`src/rtl/mic1_io_pkg.sv`:
```
// Shared definitions for the mic1 memory-mapped IO blocks.
//   IO_DATA_ADDR / IO_STATUS_ADDR : default IO register addresses
//   uart_tx_state_t               : serial transmitter frame states
//   STAT_*                        : bit positions inside the status word
package mic1_io_pkg;

    localparam logic [31:0] IO_DATA_ADDR   = 32'hFFFF_FFFD;
    localparam logic [31:0] IO_STATUS_ADDR = 32'hFFFF_FFFC;

    typedef enum logic [1:0] {
        IDLE  = 2'd0,
        START = 2'd1,
        DATA  = 2'd2,
        STOP  = 2'd3
    } uart_tx_state_t;

    localparam int STAT_BUSY = 0;
    localparam int STAT_FULL = 1;
    localparam int STAT_OVF  = 2;

endpackage

```
`src/rtl/sync_fifo.sv`:
```
// Small synchronous FIFO with first-word fall-through: the head entry is
// always visible on o_rdata while o_empty is low.
//   clk, resetn      : clock, asynchronous active-low reset (empties the FIFO)
//   i_push, i_wdata  : write request and data
//   i_pop            : consume the head entry
//   o_rdata          : head entry, read straight from the storage flops
//   o_full, o_empty  : occupancy flags
//   o_count          : number of stored entries (0..DEPTH)
// A push while full is accepted only when a pop happens in the same cycle.
module sync_fifo #(
    parameter int unsigned WIDTH = 8,
    parameter int unsigned DEPTH = 4
) (
    input  logic                     clk,
    input  logic                     resetn,
    input  logic                     i_push,
    input  logic [WIDTH-1:0]         i_wdata,
    input  logic                     i_pop,
    output logic [WIDTH-1:0]         o_rdata,
    output logic                     o_full,
    output logic                     o_empty,
    output logic [$clog2(DEPTH):0]   o_count
);

    localparam int PTR_W = (DEPTH > 1) ? $clog2(DEPTH) : 1;
    localparam int CNT_W = $clog2(DEPTH) + 1;

    logic [WIDTH-1:0] r_mem [DEPTH];
    logic [PTR_W-1:0] r_wr_ptr;
    logic [PTR_W-1:0] r_rd_ptr;
    logic [CNT_W-1:0] r_count;

    logic w_do_push;
    logic w_do_pop;

    assign o_full  = (r_count == CNT_W'(DEPTH));
    assign o_empty = (r_count == '0);
    assign o_count = r_count;
    assign o_rdata = r_mem[r_rd_ptr];

    assign w_do_pop  = i_pop && !o_empty;
    // When full, the slot being vacated by the pop is the one we write into.
    assign w_do_push = i_push && (!o_full || w_do_pop);

    // Storage carries no reset: stale contents are unreachable once the
    // pointers and count are cleared.
    always_ff @(posedge clk) begin
        if (w_do_push) begin
            r_mem[r_wr_ptr] <= i_wdata;
        end
    end

    // Pointers wrap naturally because DEPTH is a power of two.
    always_ff @(posedge clk or negedge resetn) begin
        if (!resetn) begin
            r_wr_ptr <= '0;
            r_rd_ptr <= '0;
            r_count  <= '0;
        end else begin
            if (w_do_push) begin
                r_wr_ptr <= r_wr_ptr + PTR_W'(1);
            end
            if (w_do_pop) begin
                r_rd_ptr <= r_rd_ptr + PTR_W'(1);
            end
            case ({w_do_push, w_do_pop})
                2'b10:   r_count <= r_count + CNT_W'(1);
                2'b01:   r_count <= r_count - CNT_W'(1);
                default: r_count <= r_count;
            endcase
        end
    end

endmodule

```
`src/rtl/mic1_uart_tx_port.sv`:
```
// Memory-mapped 8N1 serial transmitter for the mic1 data-memory port.
//   clk, resetn  : clock, asynchronous active-low reset
//   mem_addr     : CPU data address
//   mem_write    : CPU write strobe; a write to IO_DATA_ADDR queues mem_wdata[7:0]
//   mem_wdata    : CPU write data (only [7:0] used)
//   mem_read     : CPU read strobe
//   rdata        : status word {29'b0, overflow, fifo_full, tx_busy}
//   hit          : mem_read && mem_addr == IO_STATUS_ADDR (combinational)
//   tx           : serial line, idle high, LSB first, driven from a flop
//   busy         : FIFO non-empty or frame in flight (registered)
module mic1_uart_tx_port #(
    parameter int unsigned CLKS_PER_BIT   = 868,
    parameter int unsigned FIFO_DEPTH     = 4,
    parameter logic [31:0] IO_DATA_ADDR   = mic1_io_pkg::IO_DATA_ADDR,
    parameter logic [31:0] IO_STATUS_ADDR = mic1_io_pkg::IO_STATUS_ADDR
) (
    input  logic        clk,
    input  logic        resetn,
    input  logic [31:0] mem_addr,
    input  logic        mem_write,
    input  logic [31:0] mem_wdata,
    input  logic        mem_read,
    output logic [31:0] rdata,
    output logic        hit,
    output logic        tx,
    output logic        busy
);

    import mic1_io_pkg::*;

    localparam int BAUD_W = (CLKS_PER_BIT > 1) ? $clog2(CLKS_PER_BIT) : 1;
    localparam int CNT_W  = $clog2(FIFO_DEPTH) + 1;
    localparam logic [BAUD_W-1:0] BAUD_LAST = BAUD_W'(CLKS_PER_BIT - 1);

    // Write strobe edge detection
    logic w_wr_qual;
    logic r_wr_qual;
    logic w_push_req;

    // FIFO interface
    logic             w_pop;
    logic [7:0]       w_fifo_head;
    logic             w_fifo_full;
    logic             w_fifo_empty;
    logic [CNT_W-1:0] w_fifo_count;

    // Transmitter state
    uart_tx_state_t    r_state;
    uart_tx_state_t    w_state_next;
    logic [BAUD_W-1:0] r_baud;
    logic [BAUD_W-1:0] w_baud_next;
    logic [2:0]        r_bit;
    logic [2:0]        w_bit_next;
    logic [7:0]        r_shift;
    logic [7:0]        w_shift_next;
    logic              w_baud_done;
    logic              r_tx;
    logic              w_tx_next;
    logic              r_busy;
    logic              r_ovf;
    logic              w_ovf_event;

    logic w_unused_wdata;
    assign w_unused_wdata = &{1'b0, mem_wdata[31:8]};

    // A held strobe must queue exactly one byte, so only its first cycle counts.
    assign w_wr_qual  = mem_write && (mem_addr == IO_DATA_ADDR);
    assign w_push_req = w_wr_qual && !r_wr_qual;

    assign hit = mem_read && (mem_addr == IO_STATUS_ADDR);

    // Dropped only if the FIFO cannot make room this cycle.
    assign w_ovf_event = w_push_req && w_fifo_full && !w_pop;

    sync_fifo #(
        .WIDTH (8),
        .DEPTH (FIFO_DEPTH)
    ) u_fifo (
        .clk     (clk),
        .resetn  (resetn),
        .i_push  (w_push_req),
        .i_wdata (mem_wdata[7:0]),
        .i_pop   (w_pop),
        .o_rdata (w_fifo_head),
        .o_full  (w_fifo_full),
        .o_empty (w_fifo_empty),
        .o_count (w_fifo_count)
    );

    assign w_baud_done = (r_baud == BAUD_LAST);

    always_comb begin
        w_state_next = r_state;
        w_baud_next  = r_baud;
        w_bit_next   = r_bit;
        w_shift_next = r_shift;
        w_pop        = 1'b0;
        case (r_state)
            IDLE: begin
                if (!w_fifo_empty) begin
                    w_pop        = 1'b1;
                    w_shift_next = w_fifo_head;
                    w_baud_next  = '0;
                    w_bit_next   = '0;
                    w_state_next = START;
                end
            end
            START: begin
                if (w_baud_done) begin
                    w_baud_next  = '0;
                    w_state_next = DATA;
                end else begin
                    w_baud_next = r_baud + BAUD_W'(1);
                end
            end
            DATA: begin
                if (w_baud_done) begin
                    w_baud_next  = '0;
                    w_shift_next = {1'b0, r_shift[7:1]};
                    if (r_bit == 3'd7) begin
                        w_state_next = STOP;
                    end else begin
                        w_bit_next = r_bit + 3'd1;
                    end
                end else begin
                    w_baud_next = r_baud + BAUD_W'(1);
                end
            end
            STOP: begin
                if (w_baud_done) begin
                    w_baud_next  = '0;
                    w_state_next = IDLE;
                end else begin
                    w_baud_next = r_baud + BAUD_W'(1);
                end
            end
            default: begin
                w_state_next = IDLE;
            end
        endcase
    end

    // The line level follows the current state, so tx trails the state
    // register by one cycle and never sees a combinational input path.
    always_comb begin
        w_tx_next = 1'b1;
        if (r_state == START) begin
            w_tx_next = 1'b0;
        end else if (r_state == DATA) begin
            w_tx_next = r_shift[0];
        end
    end

    always_ff @(posedge clk or negedge resetn) begin
        if (!resetn) begin
            r_wr_qual <= 1'b0;
            r_state   <= IDLE;
            r_baud    <= '0;
            r_bit     <= '0;
            r_shift   <= '0;
            r_tx      <= 1'b1;
            r_busy    <= 1'b0;
            r_ovf     <= 1'b0;
        end else begin
            r_wr_qual <= w_wr_qual;
            r_state   <= w_state_next;
            r_baud    <= w_baud_next;
            r_bit     <= w_bit_next;
            r_shift   <= w_shift_next;
            r_tx      <= w_tx_next;
            r_busy    <= (w_fifo_count != '0) || (r_state != IDLE);
            // A fresh overflow beats the clear-on-read in the same cycle.
            if (w_ovf_event) begin
                r_ovf <= 1'b1;
            end else if (hit) begin
                r_ovf <= 1'b0;
            end
        end
    end

    always_comb begin
        rdata            = '0;
        rdata[STAT_BUSY] = (r_state != IDLE);
        rdata[STAT_FULL] = w_fifo_full;
        rdata[STAT_OVF]  = r_ovf;
    end

    assign tx   = r_tx;
    assign busy = r_busy;

endmodule

```
`config.mk`:
```
export PLATFORM = sky130hd
export DESIGN_NAME = mic1_uart_tx_port
export DESIGN_NICKNAME = d
export VERILOG_FILES = /design/src/rtl/mic1_io_pkg.sv /design/src/rtl/sync_fifo.sv /design/src/rtl/mic1_uart_tx_port.sv
export SDC_FILE = /design/constraint.sdc
export NUM_CORES = 1
export LEC_CHECK = 0
export ABC_CLOCK_PERIOD_IN_PS = 2730
export CORE_MARGIN = 2
export CORE_UTILIZATION = 25
export CTS_CLUSTER_DIAMETER = 40
export DETAILED_ROUTE_END_ITERATION = 10
export GPL_ROUTABILITY_DRIVEN = 1
export GPL_TIMING_DRIVEN = 0
export SYNTH_ARGS = -nofsm -noshare
export SYNTH_HDL_FRONTEND = slang
export SYNTH_SLANG_ARGS = --single-unit
```
`constraint.sdc`:
```
create_clock -name clk -period 2.73 [get_ports clk]
set_input_delay 0.273 -clock clk [delete_from_list [all_inputs] [get_ports clk]]
set_output_delay 0.273 -clock clk [all_outputs]
set_load 0.02 [all_outputs]
```
; ---- Yosys cells after proc, flatten, opt, wreduce, memory -nomap -nowiden
; Memory sizes are Yosys's and may differ from the RTL's.
; Index checks and enable logic that the tools add are counted.
[totals]
mem_bits_rw = 32
rom_bits = 0
input_bits = 68
word_cells = 83
latchBits = 0
reg_bits = 34
mem_count = 1
out_inout_bits = 35
[memory_table]
columns = memory, words, word_bits, rd, rd_clocked_by_memory_dff, write_ports, line
row1 = u_fifo.r_mem, 4, 8, 1, 0, 1, sync_fifo.sv:28  ; logic [WIDTH-1:0] r_mem [DEPTH];
[classes]
eq_ne = 16
n_addsub = 6
n_reduce_logical = 24
n_mux = 25
magnitude_cmp = 0
bitwise = 0
shifts = 0
n_mul = 0
div_mod_pow = 0
[ops]
columns = op, n
row1 = equality test 32 bit (second input constant), 2
row2 = two-way mux 10 bit, 2
row3 = case mux 10 bit (2 select lines), 1
row4 = two-way mux 8 bit, 2
row5 = case mux 8 bit (2 select lines), 1
row6 = != test 2 bit (second input constant), 6
row7 = case mux 3 bit (2 select lines), 2
row8 = adder 10 x 1 -> 10 bit (second input constant), 1
row9 = equality test 10 bit (second input constant), 1
row10 = two-way mux 2 bit, 5
row11 = two-way mux 3 bit, 3
row12 = two-way mux 1 bit, 8
row13 = case mux 2 bit (4 select lines), 1
row14 = nonzero test 2 bit, 4
row15 = logical AND 1 bit, 7
row16 = adder 3 x 1 -> 3 bit (second input constant), 2
row17 = equality test 2 bit (second input constant), 3
row18 = equality test 3 bit (second input constant), 2
row19 = AND reduction 5 bit, 1
row20 = adder 2 x 1 -> 2 bit (second input constant), 2
row21 = equality test 2 x 1 -> 1 bit (second input constant), 2
row22 = zero test 1 bit, 4
row23 = AND reduction 4 bit, 1
row24 = zero test 3 bit, 1
row25 = 6 further kinds, 7

; ---- Depth between registers and ports, before layout
[logic_depth]
depth_word = 8
depth_mapped = 11
ltp_nobuf = 11

; ---- Hierarchy
; From an unflattened synthesis, not the netlist that was laid out.
[hier_totals]
cells_unflattened = 266
area_unflattened_um2 = 3390.8
[modules_own_cells]
columns = mod, area_per_inst_um2, cells_per_inst, n_inst, seq_area_each_um2
row1 = mic1_uart_tx_port, 1803.0, 186, 1, 676.9
row2 = sync_fifo, 1587.8, 80, 1, 1136.1

; ---- Worst setup path after synthesis
; No wires, ideal clock.
[synth_timing]
path_type = reg2reg
from = reg r_state[0]
to = reg u_fifo.r_count[2] (netlist: u_fifo.o_count[2])
setup_ns = 0.079
path_buffers = 0
path_stages_with_launch = 12
required_time_ns = 2.651
period_less_slack_ns = 2.328
setup_slack_ns = 0.402
t_arrival_ns = 2.249
path_cell_list = dfrtp_1 inv_1 ha_1 nor4b_1 nor2_1 nand4_1 ha_1 inv_1 fa_1 xor2_1 nor2_1 xor2_1
[synth_between]
elab_chain_len = 7
elab_cells_between_ends = 9
classes_between = eq/ne: 2 / mux: 2 / reduce/logical: 5
[synth_lines]
columns = item, line
row1 = start: declaration, mic1_uart_tx_port.sv:48  ; uart_tx_state_t r_state;
row2 = start signal: assignment, mic1_uart_tx_port.sv:166  ; r_state <= w_state_next;
row3 = zero test 2 bit (*), mic1_uart_tx_port.sv:98  ; case (r_state)
row4 = two-way mux 1 bit (*), mic1_uart_tx_port.sv:98
row5 = logical AND 1 bit (*), sync_fifo.sv:41  ; assign w_do_pop = i_pop && !o_empty;
row6 = logical OR 1 bit, sync_fifo.sv:43  ; assign w_do_push = i_push && (!o_full || w_do_pop);
row7 = logical AND 1 bit, sync_fifo.sv:43
row8 = equality test 2 x 1 -> 1 bit or equality test 2 bit (tied branches), sync_fifo.sv:66  ; case ({w_do_push, w_do_pop})
row9 = case mux 3 bit (2 select lines) or nonzero test 2 bit (tied branches), --
row10 = end signal: assignment, sync_fifo.sv:67  ; 2'b10: r_count <= r_count + CNT_W'(1);
row11 = end signal: assignment, sync_fifo.sv:68  ; 2'b01: r_count <= r_count - CNT_W'(1);
row12 = end signal: assignment, sync_fifo.sv:69  ; default: r_count <= r_count;
row13 = end: declaration, sync_fifo.sv:31  ; logic [CNT_W-1:0] r_count;
; Every way passes the cells marked *; elsewhere a longest branch is shown, timed or not.
; A chain may end at the register's enable or synchronous reset.

; ---- Worst setup path after layout
[layout_timing]
from = in mem_addr[10]
to = out hit
[layout_between]
elab_chain_len = 2
[layout_lines]
columns = item, line
row1 = start: declaration, mic1_uart_tx_port.sv:19  ; input logic [31:0] mem_addr,
row2 = equality test 32 bit, mic1_uart_tx_port.sv:70  ; assign hit = mem_read && (mem_addr == IO_STATUS_ADDR);
row3 = logical AND 1 bit, mic1_uart_tx_port.sv:70
row4 = end: declaration, mic1_uart_tx_port.sv:24  ; output logic hit,
; Every way passes these cells.

==> impl_metrics.ini <==
[timing]
finalSetupTns_ns = 0
tightestPinTransition_ns = 0.754
finalClockSkew_ns = 0.00541
finalSetupViolations = 0
max_freq_mhz = 405
fin_crit_sh_pct = 90.4
final-hold-violation-count = 0
rsz0062_at_grt = no
layout_min_cycle_time_ns = 2.47
maxSlewHeadroom_pct = 49.8
finalMaxSlewViolations = 0

[route]
dr_total_vias = 2299
remaining_drc_errors = 0
drtIter0Drc = 65
via_per_inst = 4.21
ant_nets = 0
wl_per_cell_um = 11.4
dr.pass1.iters = 4
drt-total-wl_um = 6210

[floorplanning]
num_io_pins = 103
core.rowCount = 42
die-height_um = 120
core_area_sq_mm = 0.0132
die-area_sq_mm = 0.0144
chipWidth_um = 120
start_util_pct = 25.5

[final_layout]
final_layout_size_suffix_gt1_share_pct = 20.0
synthToLayoutAreaGrowth_pct = 35.1
final_util_pct = 34.4
multi_input_area_sq_mm = 0.00133
seq_area_sq_mm = 0.00181
fillers = 1329
final_nets = 447
antennaDiodeCount = 0

[clock_network]
clk_path_buf_depth = 2
cts.htree.levels = 3
cts_buffers = 9
cts.sinks = 66
root_buffer = clkbuf_16
cts_tree = built
insertion_delay_ns = 0.33
clk_pin_slew_ns = 0.06

[synthesis]
synthesis.area_sq_mm = 0.00336
synth_top_area_cell = edfxtp_1
avgSynthCellArea_sq_um = 12.2
ys_warn_count = 0
ys_types = 42
ys_top_cells_by_count = 33 x buf_4, 33 x dfrtp_1, 32 x edfxtp_1
synth.area.top_cells = edfxtp_1 29%, dfrtp_1 25%, buf_4 7.4%
synth.top_cell.area_share_pct = 28.6
synthCells = 276
synthFlopType = dfrtp_1
ys_seq_area_share_pct = 54.0
async_flop_share_pct = 51.5
synth_edf_count = 32
ys_ff_latch = 66

[grt]
gr-total-overflow = 0
grt_pass1_vias = 2283
grt_pass1_wl_um = 10300
gr-usage-all-layers_pct = 8.97
grt_max_degree = 35
antenna_found_initial = 0

[setup_path]
cp_max_fo = 5
cp-start-kind = input port
worstPathRequired_ns = 2.46
worstPathArrival_ns = 2.20
cp-end-kind = output pin
criticalPathCategory = in -> out

[flow_run]
maxCapViolCount = 0

[power]
ir_drop_mv = 0.349
powerDensity_mw_per_mm2 = 567
p_leak_nw = 1.83

[outcome]
status = finished clean

[placement]
dp_hpwl_um = 4500
io_buffers = 49
gp_congestion = 0.727

[worst_hold_path]
holdCritPathClass = in -> async
## layout by cell type (no fill, tap or decap), types with 5 or more instances in the layout
| master | netlist | layout |
|---|---|---|
| clkdlybuf4s50_1 | 0 | 48 |
| a21oi_1 | 6 | 6 |
| nand2_1 | 13 | 13 |
| o21ai_0 | 25 | 25 |
| nand3_1 | 7 | 7 |
| inv_1 | 16 | 16 |
| conb_1 | 1 | 29 |
| nand4_1 | 11 | 11 |
| mux2i_1 | 9 | 9 |
| clkbuf_16 | 0 | 9 |
| mux4_2 | 8 | 8 |
| clkbuf_1 | 5 | 5 |
| ha_1 | 13 | 13 |
| dfrtp_1 | 33 | 33 |
| nor2_1 | 10 | 7 |
| edfxtp_1 | 32 | 32 |
| a31oi_1 | 6 | 6 |
| buf_4 | 33 | 34 |
## worst max-delay path, stage by stage
cell and delay, ns:
clkdlybuf4s50_1 0.46, nand4_1 0.10, nor4_2 0.46, and4b_1 0.28, clkdlybuf4s50_1 0.62
## cells by family (layout without fill, tap and decap cells)
kind of cell | Yosys count | count (layout) | share of synthesized area (%)
mux | 19 | 19 | 8.72
buf+inv | 57 | 123 | 10.4
other cells | 1 | 29 | 0.112
xor+xnor | 8 | 8 | 2.09
compound gates | 44 | 44 | 7.82
flops | 66 | 66 | 54.0
fa+ha+maj | 14 | 14 | 5.44
simple gates | 67 | 67 | 11.5
## what timing repair did
item                                    CTS  global route
endpoints found under the setup margin    0            35
buffers inserted                          0             1
hold buffers                              0             0
hold endpoints to repair                  0             0
resized for setup                         0             6
## stage by stage
step	instance area [sq um]	std cells	hold WS (ns)	total power [mW]	worst slack, ns
2_1_floorplan	3460	304	-0.0226	1.24	0.402
3_3_place_gp	4170	529	0.490	1.32	-0.183
3_5_place_dp	4170	529	0.404	1.33	-0.285
4_1_cts	4500	545	0.0525	2.61	0.0398
5_1_grt	4540	546	0.0881	2.68	0.0520
6_report	4540	546	0.0171	2.57	0.261
## registers in the layout, indices dropped and copies added, names as in the netlist
| signal | cells |
|---|---|
| u_fifo.o_count | 3 |
| r_bit | 3 |
| r_ovf | 1 |
| u_fifo.r_mem | 32 |
| tx | 1 |
| r_wr_qual | 1 |
| u_fifo.r_rd_ptr | 2 |
| r_state | 2 |
| r_shift | 8 |
| u_fifo.r_wr_ptr | 2 |
| r_baud | 10 |
| busy | 1 |
## per-layer routing
layer	wire length [um]	GRT usage (%)
met1	2690	10.5
met4	71	3.75
met2	3000	15.4
met5	0	0
met3	454	2.47
## final timing paths
| path | startpoint | endpoint | slack (ns) | cells after the start |
|---|---|---|---|---|
| setup / recovery | mem_addr[10] | hit | 0.26 | 5 |
| hold / removal | resetn | r_ovf | 0.02 | 1 |
| setup reg to reg | r_state[0] | u_fifo.o_count[2] | 0.30 | 11 |
| hold reg to reg | u_fifo.o_count[2] | u_fifo.o_count[2] | 0.51 | 1 |
| max in group asynchronous | resetn | r_bit[2] | 2.23 | 1 |
| min in group clk | u_fifo.o_count[2] | u_fifo.o_count[2] | 0.51 | 1 |
## layout make-up
cell class	instances	share of cell area (%)
buffer	41	6.34
clock buffer	9	4.96
clock inverter	7	2.40
inverter	16	1.32
multi-input combinational	181	29.3
sequential	66	40.0
tap	176	4.85
timing repair buffer	50	10.9
## where the power goes
part	switching, mW	internal, mW
clock network	0.449	0.819
registers	0.0231	1.09
logic	0.0858	0.103
total	0.558	2.02
Power figures use the tool's default switching activity.
